--- config.mk ---
export PLATFORM = sky130hd
export DESIGN_NAME = vcu108_uart_rx_flat
export DESIGN_NICKNAME = d
export VERILOG_FILES = /design/src/rtl/vcu108_uart_rx_if.sv /design/src/rtl/vcu108_uart_rx.sv /design/src/flat_wrapper.sv
export SDC_FILE = /design/constraint.sdc
export NUM_CORES = 1
export LEC_CHECK = 0
export ABC_AREA = 0
export BUFFER_PORTS_ARGS = -buffer_cell sky130_fd_sc_hd__buf_2
export CAP_MARGIN = 30
export CORE_UTILIZATION = 38
export CTS_BUF_LIST = sky130_fd_sc_hd__clkbuf_4 sky130_fd_sc_hd__clkbuf_8
export CTS_CLUSTER_SIZE = 10
export DETAILED_ROUTE_END_ITERATION = 8
export HOLD_SLACK_MARGIN = 0.1
export PLACE_DENSITY_LB_ADDON = 0.12
export SETUP_SLACK_MARGIN = 0.05
export SLEW_MARGIN = 0
export SYNTH_ARGS = -nofsm -noshare
export SYNTH_HDL_FRONTEND = slang
export SYNTH_SLANG_ARGS = --single-unit
--- constraint.sdc ---
create_clock -name clk -period 2.05 [get_ports clk]
set_clock_uncertainty 0.05 [all_clocks]
set_input_delay 0.41 -clock clk [delete_from_list [all_inputs] [get_ports clk]]
set_output_delay 0.41 -clock clk [all_outputs]
set_load 0.02 [all_outputs]
--- src/rtl/vcu108_uart_rx_if.sv ---
// Receive-side handshake and status bundle for vcu108_uart_rx.
// master = receiver, slave = byte consumer.
interface vcu108_uart_rx_if;
    logic       rx_valid;
    logic       rx_ready;
    logic [7:0] rx_data;
    logic       framing_error;
    logic       overrun;
    logic       parity_error;

    modport master (
        output rx_valid,
        output rx_data,
        output framing_error,
        output overrun,
        output parity_error,
        input  rx_ready
    );

    modport slave (
        input  rx_valid,
        input  rx_data,
        input  framing_error,
        input  overrun,
        input  parity_error,
        output rx_ready
    );
endinterface

--- src/rtl/vcu108_uart_rx.sv ---
// 16x-oversampling UART receiver with a small receive FIFO and CTS flow control.
// Define UART_RX_PARITY_EN to expect an even-parity bit after the data bits (8E1 instead of 8N1).
module vcu108_uart_rx #(
    parameter int CLK_DIV    = 27,
    parameter int FIFO_DEPTH = 4
) (
    input  logic             clk,
    input  logic             reset,
    input  logic             uart_rxd,
    output logic             uart_cts,
    vcu108_uart_rx_if.master rx_if
);
    localparam int DIV_W = (CLK_DIV > 1) ? $clog2(CLK_DIV) : 1;
    localparam int AW    = $clog2(FIFO_DEPTH);
    localparam int CW    = AW + 1;
    localparam logic [DIV_W-1:0] DIV_LAST  = DIV_W'(CLK_DIV - 1);
    localparam logic [CW-1:0]    CNT_FULL  = CW'(FIFO_DEPTH);
    localparam logic [CW-1:0]    CNT_ALERT = CW'(FIFO_DEPTH - 1);

`ifdef UART_RX_PARITY_EN
    typedef enum logic [2:0] {IDLE, START, DATA, PARITY, STOP, WAIT_HIGH} state_t;
`else
    typedef enum logic [2:0] {IDLE, START, DATA, STOP, WAIT_HIGH} state_t;
`endif

    logic [1:0]       r_sync;
    logic             r_rxd_prev;
    logic [1:0]       r_settle;
    logic [DIV_W-1:0] r_div;
    state_t           r_state;
    logic [3:0]       r_tick_cnt;
    logic [2:0]       r_bit_idx;
    logic [7:0]       r_shift;
    logic             r_push;
    logic             r_framing;
`ifdef UART_RX_PARITY_EN
    logic             r_parity;
    logic             r_par_bad;
`endif
    logic [7:0]       r_mem [FIFO_DEPTH];
    logic [AW-1:0]    r_wr_ptr;
    logic [AW-1:0]    r_rd_ptr;
    logic [CW-1:0]    r_count;
    logic             r_overrun;
    logic             r_cts;

    logic             w_rxd;
    logic             w_start_edge;
    logic             w_tick;
    logic             w_valid;
    logic             w_pop;
    logic             w_full;
    logic             w_write;
    logic [CW-1:0]    w_count_next;

    // Edges are ignored until the synchroniser and edge register hold real line samples after reset,
    // so a line already low at reset release is not mistaken for a start bit.
    assign w_rxd        = r_sync[1];
    assign w_start_edge = (r_settle == 2'd3) && r_rxd_prev && !w_rxd;
    assign w_tick       = (r_div == DIV_LAST);

    always_ff @(posedge clk) begin
        if (reset) begin
            r_sync     <= 2'b11;
            r_rxd_prev <= 1'b1;
            r_settle   <= 2'd0;
        end else begin
            r_sync     <= {r_sync[0], uart_rxd};
            r_rxd_prev <= w_rxd;
            if (r_settle != 2'd3) r_settle <= r_settle + 2'd1;
        end
    end

    always_ff @(posedge clk) begin
        if (reset || (r_state == IDLE && w_start_edge)) r_div <= '0;
        else if (w_tick)                                r_div <= '0;
        else                                            r_div <= r_div + DIV_W'(1);
    end

    // Sample points: tick 8 re-checks the start bit, then every 16th tick is a bit centre.
    always_ff @(posedge clk) begin
        if (reset) begin
            r_state    <= IDLE;
            r_tick_cnt <= 4'd0;
            r_bit_idx  <= 3'd0;
            r_shift    <= 8'h00;
            r_push     <= 1'b0;
            r_framing  <= 1'b0;
`ifdef UART_RX_PARITY_EN
            r_parity   <= 1'b0;
            r_par_bad  <= 1'b0;
`endif
        end else begin
            r_push    <= 1'b0;
            r_framing <= 1'b0;
`ifdef UART_RX_PARITY_EN
            r_parity  <= 1'b0;
`endif
            case (r_state)
                IDLE: begin
                    if (w_start_edge) begin
                        r_state    <= START;
                        r_tick_cnt <= 4'd0;
                    end
                end
                START: begin
                    if (w_tick) begin
                        if (r_tick_cnt == 4'd7) begin
                            r_tick_cnt <= 4'd0;
                            r_bit_idx  <= 3'd0;
                            r_state    <= w_rxd ? IDLE : DATA;
                        end else begin
                            r_tick_cnt <= r_tick_cnt + 4'd1;
                        end
                    end
                end
                DATA: begin
                    if (w_tick) begin
                        r_tick_cnt <= r_tick_cnt + 4'd1;
                        if (r_tick_cnt == 4'd15) begin
                            r_shift   <= {w_rxd, r_shift[7:1]};
                            r_bit_idx <= r_bit_idx + 3'd1;
`ifdef UART_RX_PARITY_EN
                            if (r_bit_idx == 3'd7) r_state <= PARITY;
`else
                            if (r_bit_idx == 3'd7) r_state <= STOP;
`endif
                        end
                    end
                end
`ifdef UART_RX_PARITY_EN
                PARITY: begin
                    if (w_tick) begin
                        r_tick_cnt <= r_tick_cnt + 4'd1;
                        if (r_tick_cnt == 4'd15) begin
                            r_par_bad <= w_rxd ^ (^r_shift);
                            r_state   <= STOP;
                        end
                    end
                end
`endif
                STOP: begin
                    if (w_tick) begin
                        r_tick_cnt <= r_tick_cnt + 4'd1;
                        if (r_tick_cnt == 4'd15) begin
                            if (!w_rxd) begin
                                r_framing <= 1'b1;
                                r_state   <= WAIT_HIGH;
                            end
`ifdef UART_RX_PARITY_EN
                            else if (r_par_bad) begin
                                r_parity <= 1'b1;
                                r_state  <= IDLE;
                            end
`endif
                            else begin
                                r_push  <= 1'b1;
                                r_state <= IDLE;
                            end
                        end
                    end
                end
                WAIT_HIGH: begin
                    if (w_rxd) r_state <= IDLE;
                end
                default: r_state <= IDLE;
            endcase
        end
    end

    // A pop frees the slot before the push lands, so a full FIFO being drained never overruns.
    assign w_valid = (r_count != '0);
    assign w_pop   = w_valid && rx_if.rx_ready;
    assign w_full  = (r_count == CNT_FULL);
    assign w_write = r_push && (!w_full || w_pop);

    always_comb begin
        w_count_next = r_count;
        if (w_write && !w_pop)      w_count_next = r_count + CW'(1);
        else if (!w_write && w_pop) w_count_next = r_count - CW'(1);
    end

    always_ff @(posedge clk) begin
        if (w_write) r_mem[r_wr_ptr] <= r_shift;
    end

    always_ff @(posedge clk) begin
        if (reset) begin
            r_wr_ptr  <= '0;
            r_rd_ptr  <= '0;
            r_count   <= '0;
            r_overrun <= 1'b0;
            r_cts     <= 1'b0;
        end else begin
            r_overrun <= r_push && w_full && !w_pop;
            if (w_write) r_wr_ptr <= r_wr_ptr + AW'(1);
            if (w_pop)   r_rd_ptr <= r_rd_ptr + AW'(1);
            r_count   <= w_count_next;
            r_cts     <= (w_count_next >= CNT_ALERT);
        end
    end

    assign uart_cts            = r_cts;
    assign rx_if.rx_valid      = w_valid;
    assign rx_if.rx_data       = w_valid ? r_mem[r_rd_ptr] : 8'h00;
    assign rx_if.framing_error = r_framing;
    assign rx_if.overrun       = r_overrun;
`ifdef UART_RX_PARITY_EN
    assign rx_if.parity_error  = r_parity;
`else
    assign rx_if.parity_error  = 1'b0;
`endif
endmodule

--- src/flat_wrapper.sv ---
// flat-port wrapper written by rule: the top's interface ports become plain ports
module vcu108_uart_rx_flat 
#(
    parameter int CLK_DIV    = 27,
    parameter int FIFO_DEPTH = 4
)
  (clk, reset, uart_rxd, uart_cts, rx_if_rx_valid, rx_if_rx_data, rx_if_framing_error, rx_if_overrun, rx_if_parity_error, rx_if_rx_ready);
  vcu108_uart_rx_if rx_if_i ();
  input  logic clk;
  input  logic reset;
  input  logic uart_rxd;
  output logic uart_cts;
  output wire logic [$bits(rx_if_i.rx_valid)-1:0] rx_if_rx_valid;
  output wire logic [$bits(rx_if_i.rx_data)-1:0] rx_if_rx_data;
  output wire logic [$bits(rx_if_i.framing_error)-1:0] rx_if_framing_error;
  output wire logic [$bits(rx_if_i.overrun)-1:0] rx_if_overrun;
  output wire logic [$bits(rx_if_i.parity_error)-1:0] rx_if_parity_error;
  input wire logic [$bits(rx_if_i.rx_ready)-1:0] rx_if_rx_ready;
  assign rx_if_rx_valid = rx_if_i.rx_valid;
  assign rx_if_rx_data = rx_if_i.rx_data;
  assign rx_if_framing_error = rx_if_i.framing_error;
  assign rx_if_overrun = rx_if_i.overrun;
  assign rx_if_parity_error = rx_if_i.parity_error;
  assign rx_if_i.rx_ready = rx_if_rx_ready;
  vcu108_uart_rx #(.CLK_DIV(CLK_DIV), .FIFO_DEPTH(FIFO_DEPTH)) u_core (.clk(clk), .reset(reset), .uart_rxd(uart_rxd), .uart_cts(uart_cts), .rx_if(rx_if_i));
endmodule
==> impl_results.md, run 1 <==
- RR Startpoint: u_core.r_div[0]$_SDFF_PP0_
- DRC errors left: 0
- CTS clk-pin slew, worst paths: 80 ps
- RSZ-0062 raised after global routing: true
- Num ports: 17
- CTS Root Cell: clkbuf_8
- Commonest non-fill, non-tap cell in the layout: dfxtp_1
- Syn. warnings: 0
- Row count: 33
- Sw Pwr: 1110 uW
- Post-Syn Area: 3190 um2
- Switching Share: 0.279
- Number of detailed-route iterations in the first pass: 4
- CTS tree: built
- Clk sinks: 73
- Syn Inst Count: 260
- CP required: 1590 ps
- Die Ht: 93.6 um
- Routability cong.: 0.777
- Die X: 93.6 um
- PortBufs: 15
- Number of max-cap violations: 0
- FFs w/ async S/R, synth: 0
- R2R cell count: 6
- # diodes: 0
- Crit path time final: 2070 ps
- Die area: 8750 um2
- Largest net degree at the start of global routing: 33
- Initial core utilization: 0.390
- FF-to-FF setup slack: 280 ps
- Clock share of power: 0.316
- Startpoint Class: flip-flop
- Fin crit share: 1.01
- Leakage: 0.00147 uW
- Worst setup margin: -23.2 ps
- Cts bufs inserted: 9
- CP endpoint kind: output pin
- H-Tree Depth: 3
- GRT overflow: 0
- NumNets Final: 297
- Critical Path Sink: rx_if_rx_data[0]
- Per-cell routed wire length: 14.0 um
- Worst slew pin tran: 629 ps
- P_int: 2860 uW
- Area growth, synth to finish: 17.4%
- Critical Path Fanout Max: 8
- Hold Vio Cnt, Final: 0
- Most frequent cells in the layout: dfxtp_1 (40), edfxtp_1 (32), nor2_1 (31)
- Share of cells above drive strength 1: 0.267
- Vias in the first global route: 1829
- Clock Latency Late Sink: 340 ps
- Seq/Total Area, Yosys: 0.559
- Final Setup Violations: 5
- Synth Register Bits: 73
- Initial antenna violation count: 0
- # Post-CTS Setup Buffers: 0
- Synth Net Count: 277
- Total track usage: 0.139
- Peak VDD IR: 441 uV
- HPWL after detailed placement: 3670 um
- RR Endpoint: u_core.r_state[2]$_SDFFE_PP0P_
- Vias per Instance: 4.92
- Core Util, Final: 0.457
- Max Root-Sink Buffers: 2
- Routed vias: 1918
- Post-synth cell types: 63
- Final WL: 5450 um
- Area contributors post-synth: edfxtp_1 (30%), dfxtp_1 (26%), mux4_2 (5.7%), ha_1 (5.1%), mux2i_1 (3.8%)
- Relative slew slack: 0.580
- Top FF cell, synth: dfxtp_1
- Sequential power share: 0.412
- Power Density: 1060 nW/um2
- Share of the synthesized area in the top cell type: 0.302
- Fmax: 0.482 GHz
- Worst min-delay path class: primary input to flip-flop
- Failing checks: negative setup slack
- Post-synth EDFFs: 32
- Pre-CTS setup slack: 147 ps
- Combinational power share: 0.271
- Outcome: finished with violations
- Core Footprint: 8180 um2
- Cell taking the most area after synthesis: edfxtp_1
- Max-slew violations: 0
- Crit path DAT: 1610 ps
- ANT nets after route: 0
- Crit Path Class: flip-flop to output pin
- Syn_area_per_cell: 12.3 um2
- First-pass GRT wire length: 9040 um
- DRT iter0 DRCs: 92
==> critical path, cell delays in order (launching register included) <==
cell     delay, ps
dfxtp_2        350
buf_12         140
mux4_2         500
and2_4         170
buf_6          120
==> kinds of logic (layout without fill, tap and decap cells) <==
kind of cell | after synthesis | count (layout) | share of synthesized area
and+or+nand+nor | 83 | 83 | 0.143
DFF | 73 | 73 | 0.559
AOI/OAI and AO/OA | 32 | 32 | 0.0778
buffers and inverters | 27 | 52 | 0.0412
muxes | 22 | 22 | 0.101
adders and majority gates | 13 | 13 | 0.0511
xor gates and xnor gates | 9 | 9 | 0.0247
other | 1 | 1 | 0.00118
==> registers in the layout (all words and copies together), names as in the netlist, named ones only <==
name,count
u_core.r_state,3
u_core.r_bit_idx,3
u_core.r_count,3
u_core.r_settle,2
u_core.uart_cts,1
u_core.r_sync,2
u_core.r_tick_cnt,4
u_core.r_push,1
u_core.r_rxd_prev,1
u_core.r_shift,8
u_core.r_div,5
u_core.r_mem,32
u_core.r_wr_ptr,2
u_core.r_rd_ptr,2
u_core.rx_if.overrun,1
u_core.rx_if.framing_error,1
==> worst min path at each step <==
stage               slack [ps]  depth (start not counted)                           to                        start
floorplan                  340                          1  u_core.r_sync[1]$_SDFF_PP1_  u_core.r_sync[0]$_SDFF_PP1_
CTS                        190                          2  u_core.r_sync[0]$_SDFF_PP1_                     uart_rxd
detailed placement         340                          1  u_core.r_sync[1]$_SDFF_PP1_  u_core.r_sync[0]$_SDFF_PP1_
global placement           340                          1  u_core.r_sync[1]$_SDFF_PP1_  u_core.r_sync[0]$_SDFF_PP1_
finish                     200                          2  u_core.r_sync[0]$_SDFF_PP1_                     uart_rxd
global route               180                          2  u_core.r_sync[0]$_SDFF_PP1_                     uart_rxd
==> metal layers <==
layer / up-vias / share of wire / track usage
li1: 972 / - / -
met1: 916 / 0.49 / 0.176
met2: 25 / 0.47 / 0.222
met3: 5 / 0.034 / 0.0512
met4: 0 / 0.012 / 0.0423
met5: - / 0 / 0
==> synth_stat cells, types with 2 or more instances <==
library cell	n
edfxtp_1	32
dfxtp_1	41
nor2b_1	3
mux2_2	2
nand4_1	2
mux2i_1	12
clkbuf_1	2
buf_2	6
nand3_1	4
ha_1	13
xor2_1	4
o21ai_0	4
buf_4	2
a31oi_1	2
a311oi_1	2
xnor2_1	5
nand2_1	6
and2_1	13
o21ai_1	2
buf_1	2
and3_1	4
nor2_1	31
a21oi_1	5
or2_2	3
a32oi_1	2
mux4_2	8
inv_1	11
buf_6	2
==> stage by stage <==
stage | instance area, um2 | setup TNS (ps) | instances | hold WS [ps] | power (uW)
floorplan | 3190 | 0 | 260 | 339 | 2300
CTS | 3720 | -329 | 390 | 186 | 3950
detailed placement | 3420 | 0 | 374 | 345 | 2510
finish | 3740 | -94.1 | 390 | 203 | 3970
global placement | 3420 | 0 | 374 | 344 | 2510
global route | 3740 | -584 | 390 | 183 | 4190
==> power groups by stage <==
| stage | clock [uW] | sequential [uW] | combinational [uW] |
|---|---|---|---|
| after floorplan | 0 | 1650 | 651 |
| after global placement | 0 | 1670 | 843 |
| after detailed placement | 0 | 1660 | 842 |
| after CTS | 1300 | 1630 | 1020 |
| after global routing | 1370 | 1650 | 1170 |
| final | 1260 | 1640 | 1080 |
==> what timing repair did <==
item                                    CTS  global route
endpoints found under the setup margin    9             9
pin swaps                                 5             2
hold buffers                              0             0
gates resized for setup                  24             9
==> cell type report <==
cell class                 count  area [um2]
inverter                      13        51.3
clock inverter                 6        88.8
tap                          105         131
sequential                    73        1780
clock buffer                  10         138
fill                         775        4440
multi-input combinational    160        1310
timing repair buffer          23         235
Power figures use the tool's default switching activity.
==> run 2: changes to the inputs <==
CTS_BUF_LIST = unset   (was sky130_fd_sc_hd__clkbuf_4 sky130_fd_sc_hd__clkbuf_8)
GPL_TIMING_DRIVEN = 0   (was unset)
==> impl_results.md, run 2 (synthesis results as in run 1) <==
- H-Tree Depth: 3
- Worst slew pin tran: 561 ps
- Per-cell routed wire length: 13.6 um
- Hold slack: 209 ps
- Hold Vio Cnt, Final: 0
- Clock Latency Late Sink: 330 ps
- Largest net degree at the start of global routing: 14
- Die X: 93.6 um
- Overall Power: 3890 uW
- GRT overflow: 0
- Largest regs: u_core.r_mem (32), u_core.r_shift (8), u_core.r_div (5)
- HPWL after detailed placement: 3610 um
- Crit-path leading delay family: multiplexers
- CP required: 1590 ps
- # diodes: 0
- Row count: 33
- CTS tree: built
- Cts bufs inserted: 9
- Crit Path Class: flip-flop to output pin
- CTS Root Cell: clkbuf_8
- Worst setup margin: -0.317 ps
- Most frequent cells in the layout: dfxtp_1 (37), edfxtp_1 (32), nor2_1 (31)
- Top reg by flops: u_core.r_mem
- Vias per Instance: 4.93
- Placed insts: 380
- Max-slew violations: 0
- Commonest non-fill, non-tap cell in the layout: dfxtp_1
- CTS clk-pin slew, worst paths: 70 ps
- Hold_buf cts: 0
- Failing checks: negative setup slack
- First-pass GRT wire length: 9160 um
- CP max stage delay: 500 ps
- Die area: 8750 um2
- Largest register FFs: 32
- Routed vias: 1952
- Peak VDD IR: 570 uV
- Routability cong.: 0.819
- Worst path buffer plus inverter count: 2
- Worst min-delay path class: primary input to flip-flop
- Share of cells above drive strength 1: 0.275
- Final Setup Violations: 1
- NumNets Final: 303
- Clk sinks: 73
- Initial core utilization: 0.390
- Vias in the first global route: 1915
- RSZ-0062 raised after global routing: true
- Area growth, synth to finish: 16.7%
- DRC errors left: 0
- Leakage: 0.00148 uW
- Final WL: 5390 um
- PortBufs: 15
- Fmax: 0.488 GHz
- Die Ht: 93.6 um
- Num ports: 17
- ANT nets after route: 0
- Number of detailed-route iterations in the first pass: 4
- CP endpoint kind: output pin
- Crit path DAT: 1590 ps
- Total track usage: 0.138
- Startpoint Class: flip-flop
- Worst path cell trace: buf_12 > mux4_2 > and2_4 > buf_6
- Initial antenna violation count: 0
- DRT iter0 DRCs: 48
- Relative slew slack: 0.626
- Fin cells: 396
- Outcome: finished with violations
- Core Footprint: 8180 um2
- Number of max-cap violations: 0
- Crit path time final: 2050 ps
- Power Density: 1050 nW/um2
- Max Root-Sink Buffers: 2
- Critical Path Fanout Max: 8
- Crit path max-delay cell type: mux4_2
- Fin crit share: 1.00
==> run 2: path summary, 6_finish.rpt <==
path	startpoint	to	slack, ps	cells past startpoint
worst max-delay path	flip-flop	rx_if_rx_data[4]	-0.3	4
worst max register to register	u_core.r_count[1]$_SDFF_PP0_	u_core.r_mem[2][5]$_DFFE_PP_	180	5
worst min-delay path	uart_rxd	u_core.r_sync[0]$_SDFF_PP1_	210	2
worst min register to register	u_core.r_sync[0]$_SDFF_PP1_	u_core.r_sync[1]$_SDFF_PP1_	360	1
==> run 2: power breakdown <==
part | switching, uW | internal [uW] | leakage [uW]
registers | 66.1 | 1580 | 0.000631
logic | 524 | 611 | 0.000746
clock network | 515 | 594 | 0.0000993
==> run 2: layout make-up <==
type / count / area [um2]
fillers: 753 / 4460
flip-flops and latches: 73 / 1790
multi-input cells: 160 / 1310
clock buffers: 11 / 141
repair buffers: 16 / 135
well taps: 105 / 131
plain buffers: 13 / 100
clock inverters: 5 / 56.3
inverters: 13 / 51.3
==> run 2: per-layer routing <==
metal / vias up / global-route usage / share of wire
li1: 990 / - / -
met1: 915 / 0.175 / 0.48
met2: 38 / 0.222 / 0.46
met5: - / 0 / 0
met4: 0 / 0.0590 / 0.018
met3: 9 / 0.0374 / 0.035
==> run 2: worst reg2reg max path, delay by kind of cell, from the launching register on <==
family | cells | cell delay [ps]
simple gates | 1 | 470
buf+inv | 2 | 200
fa+ha+maj | 1 | 150
flops | 1 | 370
compound gates | 1 | 280
==> run 2: metrics by stage <==
stage | setup WS, ps | cell area (um2) | setup TNS [ps] | utilization
2_1_floorplan | 242 | 3190 | 0 | -
3_3_place_gp | 81.4 | 3390 | 0 | 0.415
3_5_place_dp | 45.4 | 3390 | 0 | 0.415
4_1_cts | -34.6 | 3710 | -177 | 0.453
5_1_grt | -66.7 | 3720 | -427 | 0.455
6_report | -0.317 | 3720 | -0.317 | 0.455
==> run 2: what timing repair did <==
action                                  in CTS  in global routing
gates resized for setup                     38                  5
pin swaps                                    9                  0
setup buffers                                1                  0
endpoints found under the setup margin       9                  9
